==> config.mk <==
export PLATFORM = sky130hd
export DESIGN_NAME = mem_access_ctrl
export DESIGN_NICKNAME = d
export VERILOG_FILES = /design/src/rtl/mem_access_ctrl_pkg.sv /design/src/rtl/mem_access_ctrl_align.sv /design/src/rtl/mem_access_ctrl.sv
export SDC_FILE = /design/constraint.sdc
export NUM_CORES = 1
export LEC_CHECK = 0
export CORE_ASPECT_RATIO = 1.1
export CORE_UTILIZATION = 35
export CTS_CLUSTER_DIAMETER = 80
export DETAILED_ROUTE_END_ITERATION = 16
export GPL_ROUTABILITY_DRIVEN = 0
export GPL_TIMING_DRIVEN = 0
export PLACE_DENSITY = 0.68
export SLEW_MARGIN = 10
export SYNTH_ARGS = -nofsm -noshare
export SYNTH_HDL_FRONTEND = slang
export SYNTH_SLANG_ARGS = --single-unit
==> constraint.sdc <==
create_clock -name clk -period 6.29 [get_ports clk]
set_input_delay 0.629 -clock clk [delete_from_list [all_inputs] [get_ports clk]]
set_output_delay 0.629 -clock clk [all_outputs]
set_load 0.05 [all_outputs]
==> src/rtl/mem_access_ctrl_pkg.sv <==
// Shared bus widths, memory-op codes and sequencer state encoding for the MEM-stage
// load/store sequencer.
package mem_access_ctrl_pkg;

  localparam int ADDR_BUS_W     = 32;
  localparam int DATA_BUS_W     = 32;
  localparam int REG_ADDR_BUS_W = 5;
  localparam int SEL_W          = DATA_BUS_W / 8;

  typedef logic [DATA_BUS_W-1:0]     data_bus_t;
  typedef logic [REG_ADDR_BUS_W-1:0] reg_addr_bus_t;

  typedef enum logic [3:0] {
    MEM_NONE = 4'd0,
    MEM_LB   = 4'd1,
    MEM_LBU  = 4'd2,
    MEM_LH   = 4'd3,
    MEM_LHU  = 4'd4,
    MEM_LW   = 4'd5,
    MEM_SB   = 4'd6,
    MEM_SH   = 4'd7,
    MEM_SW   = 4'd8
  } mem_op_e;

  typedef enum logic [1:0] {
    ST_IDLE   = 2'd0,
    ST_ACCESS = 2'd1,
    ST_DONE   = 2'd2
  } state_e;

  function automatic logic is_load(mem_op_e op);
    return (op == MEM_LB) || (op == MEM_LBU) || (op == MEM_LH) ||
           (op == MEM_LHU) || (op == MEM_LW);
  endfunction

  function automatic logic is_store(mem_op_e op);
    return (op == MEM_SB) || (op == MEM_SH) || (op == MEM_SW);
  endfunction

endpackage

==> src/rtl/mem_access_ctrl_align.sv <==
// Little-endian lane steering: byte enables, store-data replication, load extraction
// with sign/zero extension, and natural-alignment check. Purely combinational.
module mem_align
  import mem_access_ctrl_pkg::*;
(
  input  mem_op_e         op_i,
  input  logic [1:0]      lane_i,
  input  data_bus_t       wdata_i,
  input  data_bus_t       rdata_i,
  output logic [SEL_W-1:0] sel_o,
  output data_bus_t       wdata_o,
  output data_bus_t       rdata_o,
  output logic            misaligned_o
);

  logic [7:0]  byte_v;
  logic [15:0] half_v;

  assign byte_v = rdata_i[{lane_i, 3'b000} +: 8];
  assign half_v = lane_i[1] ? rdata_i[31:16] : rdata_i[15:0];

  always_comb begin
    // NOTE: every output gets a default first so no path through the case infers a latch.
    sel_o        = '0;
    wdata_o      = '0;
    rdata_o      = '0;
    misaligned_o = 1'b0;
    case (op_i)
      MEM_LB:  begin sel_o = 4'b0001 << lane_i; rdata_o = {{24{byte_v[7]}}, byte_v}; end
      MEM_LBU: begin sel_o = 4'b0001 << lane_i; rdata_o = {24'd0, byte_v}; end
      MEM_SB:  begin sel_o = 4'b0001 << lane_i; wdata_o = {4{wdata_i[7:0]}}; end
      MEM_LH: begin
        sel_o        = lane_i[1] ? 4'b1100 : 4'b0011;
        rdata_o      = {{16{half_v[15]}}, half_v};
        misaligned_o = lane_i[0];
      end
      MEM_LHU: begin
        sel_o        = lane_i[1] ? 4'b1100 : 4'b0011;
        rdata_o      = {16'd0, half_v};
        misaligned_o = lane_i[0];
      end
      MEM_SH: begin
        sel_o        = lane_i[1] ? 4'b1100 : 4'b0011;
        wdata_o      = {2{wdata_i[15:0]}};
        misaligned_o = lane_i[0];
      end
      MEM_LW: begin sel_o = 4'b1111; rdata_o = rdata_i; misaligned_o = |lane_i; end
      MEM_SW: begin sel_o = 4'b1111; wdata_o = wdata_i; misaligned_o = |lane_i; end
      default: ;
    endcase
  end

endmodule

==> src/rtl/mem_access_ctrl.sv <==
// MEM-stage load/store sequencer: issues one valid/ready bus transaction per memory op,
// stalls the pipeline until it completes, and presents the aligned writeback triple.
module mem_access_ctrl
  import mem_access_ctrl_pkg::*;
#(
  parameter int ADDR_W     = ADDR_BUS_W,
  parameter int DATA_W     = DATA_BUS_W,
  parameter int REG_ADDR_W = REG_ADDR_BUS_W
) (
  input  logic                  clk,
  input  logic                  rst,
  input  logic                  valid_in,
  input  logic                  flush,
  input  logic [3:0]            mem_op_in,
  input  logic [ADDR_W-1:0]     addr_in,
  input  logic [DATA_W-1:0]     store_data_in,
  input  logic [DATA_W-1:0]     result_in,
  input  logic                  write_reg_en_in,
  input  logic [REG_ADDR_W-1:0] write_reg_addr_in,
  output logic                  bus_req,
  output logic                  bus_we,
  output logic [ADDR_W-1:0]     bus_addr,
  output logic [3:0]            bus_sel,
  output logic [DATA_W-1:0]     bus_wdata,
  input  logic                  bus_ready,
  input  logic [DATA_W-1:0]     bus_rdata,
  input  logic                  bus_err,
  output logic                  stall_req,
  output logic [DATA_W-1:0]     result_out,
  output logic                  write_reg_en_out,
  output logic [REG_ADDR_W-1:0] write_reg_addr_out,
  output logic                  adel,
  output logic                  ades,
  output logic                  bus_err_out
);

  state_e                state_q, state_d;
  logic                  bus_req_q, bus_req_d;
  logic                  bus_we_q, bus_we_d;
  logic [ADDR_W-1:0]     bus_addr_q, bus_addr_d;
  logic [3:0]            bus_sel_q, bus_sel_d;
  logic [DATA_W-1:0]     bus_wdata_q, bus_wdata_d;
  mem_op_e               op_q, op_d;
  logic [1:0]            lane_q, lane_d;
  logic                  wen_q, wen_d;
  logic [REG_ADDR_W-1:0] waddr_q, waddr_d;
  logic                  flushed_q, flushed_d;
  logic [DATA_W-1:0]     ldata_q, ldata_d;
  logic                  err_q, err_d;

  mem_op_e     op_in;
  mem_op_e     al_op;
  logic [1:0]  al_lane;
  logic [3:0]  al_sel;
  logic [DATA_W-1:0] al_wdata, al_rdata;
  logic        al_misaligned;

  assign op_in = mem_op_e'(mem_op_in);

  // In IDLE the aligner sees the incoming op; afterwards it extracts load data from the bus.
  assign al_op   = (state_q == ST_IDLE) ? op_in : op_q;
  assign al_lane = (state_q == ST_IDLE) ? addr_in[1:0] : lane_q;

  mem_align u_align (
    .op_i         (al_op),
    .lane_i       (al_lane),
    .wdata_i      (store_data_in),
    .rdata_i      (bus_rdata),
    .sel_o        (al_sel),
    .wdata_o      (al_wdata),
    .rdata_o      (al_rdata),
    .misaligned_o (al_misaligned)
  );

  always_comb begin
    state_d     = state_q;
    bus_req_d   = bus_req_q;
    bus_we_d    = bus_we_q;
    bus_addr_d  = bus_addr_q;
    bus_sel_d   = bus_sel_q;
    bus_wdata_d = bus_wdata_q;
    op_d        = op_q;
    lane_d      = lane_q;
    wen_d       = wen_q;
    waddr_d     = waddr_q;
    flushed_d   = flushed_q;
    ldata_d     = ldata_q;
    err_d       = err_q;

    stall_req          = 1'b0;
    result_out         = '0;
    write_reg_en_out   = 1'b0;
    write_reg_addr_out = '0;
    adel               = 1'b0;
    ades               = 1'b0;
    bus_err_out        = 1'b0;

    case (state_q)
      ST_IDLE: begin
        if (valid_in && !flush) begin
          if (is_load(op_in) || is_store(op_in)) begin
            if (al_misaligned) begin
              adel = is_load(op_in);
              ades = is_store(op_in);
            end else begin
              stall_req   = 1'b1;
              state_d     = ST_ACCESS;
              bus_req_d   = 1'b1;
              bus_we_d    = is_store(op_in);
              bus_addr_d  = {addr_in[ADDR_W-1:2], 2'b00};
              bus_sel_d   = al_sel;
              bus_wdata_d = al_wdata;
              op_d        = op_in;
              lane_d      = addr_in[1:0];
              wen_d       = write_reg_en_in;
              waddr_d     = write_reg_addr_in;
              flushed_d   = 1'b0;
              ldata_d     = '0;
              err_d       = 1'b0;
            end
          end else begin
            result_out         = result_in;
            write_reg_en_out   = write_reg_en_in;
            write_reg_addr_out = write_reg_addr_in;
          end
        end
      end
      ST_ACCESS: begin
        stall_req = 1'b1;
        // A flush cannot abort a started bus transaction; it only cancels the writeback.
        if (flush) flushed_d = 1'b1;
        if (bus_req_q && bus_ready) begin
          state_d   = ST_DONE;
          bus_req_d = 1'b0;
          bus_we_d  = 1'b0;
          ldata_d   = al_rdata;
          err_d     = bus_err;
        end
      end
      ST_DONE: begin
        state_d            = ST_IDLE;
        result_out         = ldata_q;
        write_reg_en_out   = wen_q && is_load(op_q) && !flushed_q && !err_q && !flush;
        write_reg_addr_out = waddr_q;
        bus_err_out        = err_q;
      end
      default: state_d = ST_IDLE;
    endcase
  end

  // NOTE: sequential state uses non-blocking assignments so all registers update together.
  always_ff @(posedge clk or posedge rst) begin
    if (rst) begin
      state_q     <= ST_IDLE;
      bus_req_q   <= 1'b0;
      bus_we_q    <= 1'b0;
      bus_addr_q  <= '0;
      bus_sel_q   <= '0;
      bus_wdata_q <= '0;
      op_q        <= MEM_NONE;
      lane_q      <= '0;
      wen_q       <= 1'b0;
      waddr_q     <= '0;
      flushed_q   <= 1'b0;
      ldata_q     <= '0;
      err_q       <= 1'b0;
    end else begin
      state_q     <= state_d;
      bus_req_q   <= bus_req_d;
      bus_we_q    <= bus_we_d;
      bus_addr_q  <= bus_addr_d;
      bus_sel_q   <= bus_sel_d;
      bus_wdata_q <= bus_wdata_d;
      op_q        <= op_d;
      lane_q      <= lane_d;
      wen_q       <= wen_d;
      waddr_q     <= waddr_d;
      flushed_q   <= flushed_d;
      ldata_q     <= ldata_d;
      err_q       <= err_d;
    end
  end

  assign bus_req   = bus_req_q;
  assign bus_we    = bus_we_q;
  assign bus_addr  = bus_addr_q;
  assign bus_sel   = bus_sel_q;
  assign bus_wdata = bus_wdata_q;

endmodule

# [Word-level counts from Yosys, hierarchy flattened]
# Cells that the tools add are included.
[totals] regBits=116 wordCells=130 inputBits=144
[op_classes] eq_ne=28 n_reduce_logical=30 shifts=2 n_mux=56 bitwise_logic=1
[op_table] operator="$mux 32" n=6
[op_table] operator="$pmux 32 s5" n=1
[op_table] operator="$pmux 32 s2" n=2
[op_table] operator="$pmux 32 s3" n=1
[op_table] operator="$eq 4x3->1 const B" n=10
[op_table] operator="$shiftx 32x6->8" n=1
[op_table] operator="$mux 1" n=26
[op_table] operator="$eq 4x2->1 const B" n=6
[op_table] operator="$mux 16" n=1
[op_table] operator="$pmux 1 s2" n=7
[op_table] operator="$eq 4x1->1 const B" n=3
[op_table] operator="$pmux 4 s3" n=1
[op_table] operator="$logic_or 1x1->1" n=11
[op_table] operator="$mux 2" n=5
[op_table] operator="$mux 5" n=2
[op_table] operator="$pmux 5 s2" n=1
[op_table] operator="$reduce_and 5->1" n=2
[op_table] operator="$eq 4x4->1 const B" n=2
[op_table] operator="$mux 4" n=2
[op_table] operator="$reduce_and 4->1" n=2
[op_table] operator="$logic_and 1x1->1" n=6
[op_table] operator="$ne 2x2->1 const B" n=3
[op_table] operator="$reduce_or 3->1" n=2
[op_table] operator="$ne 2x1->1 const B" n=2
[op_table] operator="other kinds (9)" n=12

# [Longest topological paths before layout]
[logic_depth] depth_word=10 mapped_depth=11

# [Modules after synthesis]
# A second synthesis with hierarchy kept.
[hier_totals] hier_cells=547 hier_area_um2=6757.7
[modules_own_cells] module="mem_access_ctrl" cells_per_inst=344 instances=1 area_each_um2=5305.1 seq_area_each_um2=2902.8
[modules_own_cells] module="mem_align" cells_per_inst=203 instances=1 area_each_um2=1452.6 seq_area_each_um2=0.0

# [Worst setup path before layout]
# No wires, ideal clock.
[synth_timing] path_kind="input to output" from="in mem_op_in[0]" to="out adel" setup_slack_ns=2.044 t_required_ns=5.661 stages=7 t_arrival_ns=3.617 path_cell_list="buf_2 > or4b_4 > o22ai_4 > o21ba_4 > o22ai_1 > nand2_1 > nor4b_1"
[synth_between] elab_chain_cells=9 word_cells_on_any_way=28 classes_between="13 x eq/ne; 6 x mux; 9 x reduce/logical"
[synth_rtl] item="start, declared" line_no="mem_access_ctrl.sv:14" rtl="input logic [3:0] mem_op_in,"
[synth_rtl] item="parallel branches: the longest is 6 deep, another holds $mux 4"
[synth_rtl] item="$mux 1 (*)" line_no="mem_access_ctrl.sv:101" rtl="if (is_load(op_in) || is_store(op_in)) begin"
[synth_rtl] item="$mux 1 (*)" line_no="mem_access_ctrl.sv:100" rtl="if (valid_in && !flush) begin"
[synth_rtl] item="$mux 1 (*)" line_no="mem_access_ctrl.sv:98" rtl="case (state_q)"
[synth_rtl] item="end, declared" line_no="mem_access_ctrl.sv:32" rtl="output logic adel,"
# Mark *: on every way between the ends.

# [Worst setup path after layout]
[layout_timing] from="reg state_q[0]" to="out result_out[21]"
[layout_between] elab_chain_cells=2 word_cells_on_any_way=3 classes_between="1 x eq/ne; 1 x mux; 1 x reduce/logical"
[layout_rtl] item="start, declared" line_no="mem_access_ctrl.sv:37" rtl="state_e state_q, state_d;"
[layout_rtl] item="start signal, assigned" line_no="mem_access_ctrl.sv:168" rtl="state_q <= state_d;"
[layout_rtl] item="$eq 2x2->1 / $logic_not 2->1 (equally long branches)" line_no="mem_access_ctrl.sv:98"
[layout_rtl] item="$pmux 32 s2 (*)" line_no="mem_access_ctrl.sv:98"
[layout_rtl] item="end, declared" line_no="mem_access_ctrl.sv:29" rtl="output logic [DATA_W-1:0] result_out,"
# Every way passes the cells marked *; elsewhere a longest branch is shown, timed or not.

==> metrics.md <==
| Metric | Value |
|---|---|
| Run status | `complete, no violations` |
| Clock root buffer | `clkbuf_16` |
| Worst Max-Slew Pin Slew | `804 ps` |
| Total grt overflow | `0` |
| Crit start category | `flip-flop` |
| Period minus WS final | `4550 ps` |
| Setup TNS Final | `0 ps` |
| PortBufs | `251` |
| Fillers | `1624` |
| Max VDD drop | `0.162 mV` |
| Synthesized flop and latch total | `116` |
| Tot Pwr | `1.93 mW` |
| Die Y | `140 µm` |
| HP Start | `bus_wdata[7]` |
| First-pass GRT wire length | `34300 µm` |
| CP Cell Sequence | `buf_6 -> or2_4 -> buf_6 -> nor3b_2 -> nor2b_1 -> clkbuf_1 -> clkbuf_1 -> a22o_1 -> clkdlybuf4s50_1` |
| Largest net degree at the start of global routing | `74` |
| Worst Hold Endpoint | `bus_wdata[7]` |
| Worst-path fanout max | `10` |
| Pwr dens | `202 nW/µm²` |
| FF-to-FF End | `ldata_q[22]` |
| Final hold violations | `0` |
| CTS Hold Bufs | `0` |
| Hold path cells | `2` |
| HP Class | `flip-flop to flip-flop` |
| H-tree depth | `4` |
| Initial core utilization | `0.357` |
| Fin Clk Skew | `10.9 ps` |
| Synthesized area per cell | `8.95 µm²` |
| Crit-path slowest cell | `clkdlybuf4s50_1` |
| Detailed placer's ending HPWL | `16600 µm` |
| Clock-pin slew on the worst setup and hold paths | `60 ps` |
| RSZ-0062 raised after global routing | `no` |
| Share of post-route cells with drive strength above 1 | `0.0820` |
| Row Count | `50` |
| Num CTS Buffers | `17` |
| Arrival time at the worst endpoint | `3920 ps` |
| ANT nets after route | `0` |
| CTS max path bufs | `2` |
| Sequential area share after synthesis | `0.478` |
| Post-route cell area | `9540 µm²` |
| Width of the chip | `128 µm` |
| Final worst path period share | `0.723` |
| Critical path capture point type | `output port` |
| Gate Count Post-Synth | `678` |
| CP max stage delay | `810 ps` |
| Max Slew Vio Count | `0` |
| Static leakage | `4.33 nW` |
| Core Box Area | `17000 µm²` |
| Area grow syn2layout | `57.2%` |
| Placed Area | `8910 µm²` |
| TritonCTS clock tree | `built` |
| Initial DRC Count | `340` |
| GRT Total Usage | `0.254` |
| Reg2reg path depth | `9` |
| WL/cell | `18.4 µm` |
| Resized cells post-CTS | `0` |
| YS warnings | `0` |
| Post-synth EDFFs | `0` |
| Max cap viols | `0` |
| Via count | `6286` |
| Antenna violations before repair | `0` |
| Async S/R FF share, synth | `1.00` |
| Post-detailed-route via-to-cell ratio | `5.25` |
| Number of buffers added for setup after CTS | `0` |
| Die area | `17900 µm²` |
| Synth Flop Type | `dfrtp_1` |
| Critical R2R Launch | `state_q[0]` |
| Critical path type | `flip-flop to output port` |
| FMAX | `220 MHz` |
| Drt total wl | `22100 µm` |
| I/O pin count | `256` |
| Endpoints failing setup | `0` |
| Synth cell types | `63` |
| Clk Latency, worst-skew pair | `430 ps` |
| Nets | `1094` |
| Clock sink total | `116` |
| Cell area after synthesis | `6070 µm²` |
| R2R setup slack | `3350 ps` |
| Worst rel slew slack | `0.464` |
| First drt pass iteration count | `5` |
| CP Data Required Time | `5660 ps` |
| DRC Markers | `0` |
| Number of global-route vias before repair | `6346` |
## per-layer routing
layer  vias to the layer above  GRT usage  share of wire
li1                       2980          -              -
met1                      2945      0.303           0.40
met2                       319      0.416           0.47
met3                        42     0.0909           0.10
met4                         0      0.103          0.026
met5                         -          0              0
## sequential cells by signal, indices dropped and copies added (netlist names)
name and count:
state_q 2, bus_req 1, bus_addr 30, err_q 1, waddr_q 5, bus_wdata 32
flushed_q 1, ldata_q 32, wen_q 1, bus_sel 4, op_q 4, lane_q 2
bus_we 1
## worst max-delay path: cells and delay by family (launching register included)
kind            cells  cell delay (ps)
compound gates      1              260
buf+inv             5             2080
flops               1              370
simple gates        3              780
## worst max-delay path by stage
stage	start	endpoint	slack [ps]	cells past startpoint
global placement	rst	ldata_q[29]	640	2
floorplan	mem_op_in[0]	adel	2040	7
detailed placement	mem_op_in[3]	stall_req	1760	9
global route	state_q[0]	result_out[21]	1570	9
finish	state_q[0]	result_out[21]	1740	9
CTS	state_q[0]	result_out[21]	1720	9
## power breakdown
part	internal [mW]	switching (mW)	total [mW]
clock network	0.667	0.377	1.04
logic	0.0852	0.0522	0.137
registers	0.747	0.0000000000000000129	0.747
## cells by family (layout without fill, tap and decap cells)
kind of cell / count (synthesis) / count (layout) / synth area share
xor gates and xnor gates: 3 / 3 / 0.00433
buffers and inverters: 59 / 343 / 0.0486
DFF: 116 / 116 / 0.478
AOI/OAI and AO/OA: 197 / 197 / 0.256
other: 1 / 3 / 0.000618
and+or+nand+nor: 301 / 301 / 0.211
muxes: 1 / 1 / 0.00165
## cells in the mapped netlist, drive strengths merged, types with 3 or more instances
master / instances / area (µm²)
nor2: 52 / 200
nand3: 14 / 70.1
o22ai: 3 / 32.5
a211o: 3 / 26.3
o21ai: 41 / 205
nor3b: 4 / 35.0
nor4b: 3 / 26.3
nor3: 5 / 30.0
dfrtp: 116 / 2900
inv: 7 / 26.3
a21o: 19 / 143
nand4: 8 / 50.1
a22o: 40 / 350
a31oi: 8 / 95.1
buf: 32 / 194
a222oi: 8 / 80.1
nand2: 199 / 747
a221oi: 17 / 149
a221o: 11 / 110
a32o: 8 / 80.1
a21oi: 23 / 123
clkbuf: 20 / 75.1
## per-stage QoR
| stage | cells | utilization | setup WS (ps) | hold WS, ps |
|---|---|---|---|---|
| finish | 1198 | 0.561 | 1740 | 469 |
| CTS | 1197 | 0.561 | 1720 | 471 |
| detailed placement | 1165 | 0.524 | 1760 | 457 |
| floorplan | 679 | - | 2040 | 446 |
| global route | 1197 | 0.561 | 1570 | 477 |
| global placement | 1164 | 0.522 | 638 | 447 |
## placed cells by master (no fill, tap or decap), types with 3 or more instances in the layout
master / n
nand2_1: 199
a21oi_1: 21
a211o_1: 3
inv_6: 5
nor4b_1: 3
clkbuf_16: 17
buf_1: 3
a222oi_1: 8
bufinv_16: 4
inv_1: 6
nand3_1: 14
a221oi_1: 17
o21ai_0: 24
dfrtp_1: 116
a31oi_1: 5
a32o_1: 8
clkbuf_1: 21
nor3b_1: 3
nor3_1: 4
nor2_1: 50
buf_4: 5
buf_6: 4
a22o_1: 40
buf_2: 20
nand4_1: 8
o21ai_1: 17
a221o_1: 11
a21o_1: 19
clkinvlp_4: 3
a31oi_4: 3
clkdlybuf4s50_1: 251
## area by class of cell
cell class / instances / area [µm²] / share of cell area
Multi-Input combinational cell: 504 / 2880 / 0.301
Buffer: 52 / 269 / 0.0282
Antenna cell: 1 / 2.50 / 0.000262
Clock buffer: 18 / 429 / 0.0450
Tap cell: 234 / 293 / 0.0307
Clock inverter: 14 / 200 / 0.0210
Timing Repair Buffer: 252 / 2540 / 0.266
Inverter: 7 / 31.3 / 0.00328
Sequential cell: 116 / 2900 / 0.304
No activity file was read; power rests on OpenSTA's default activity.
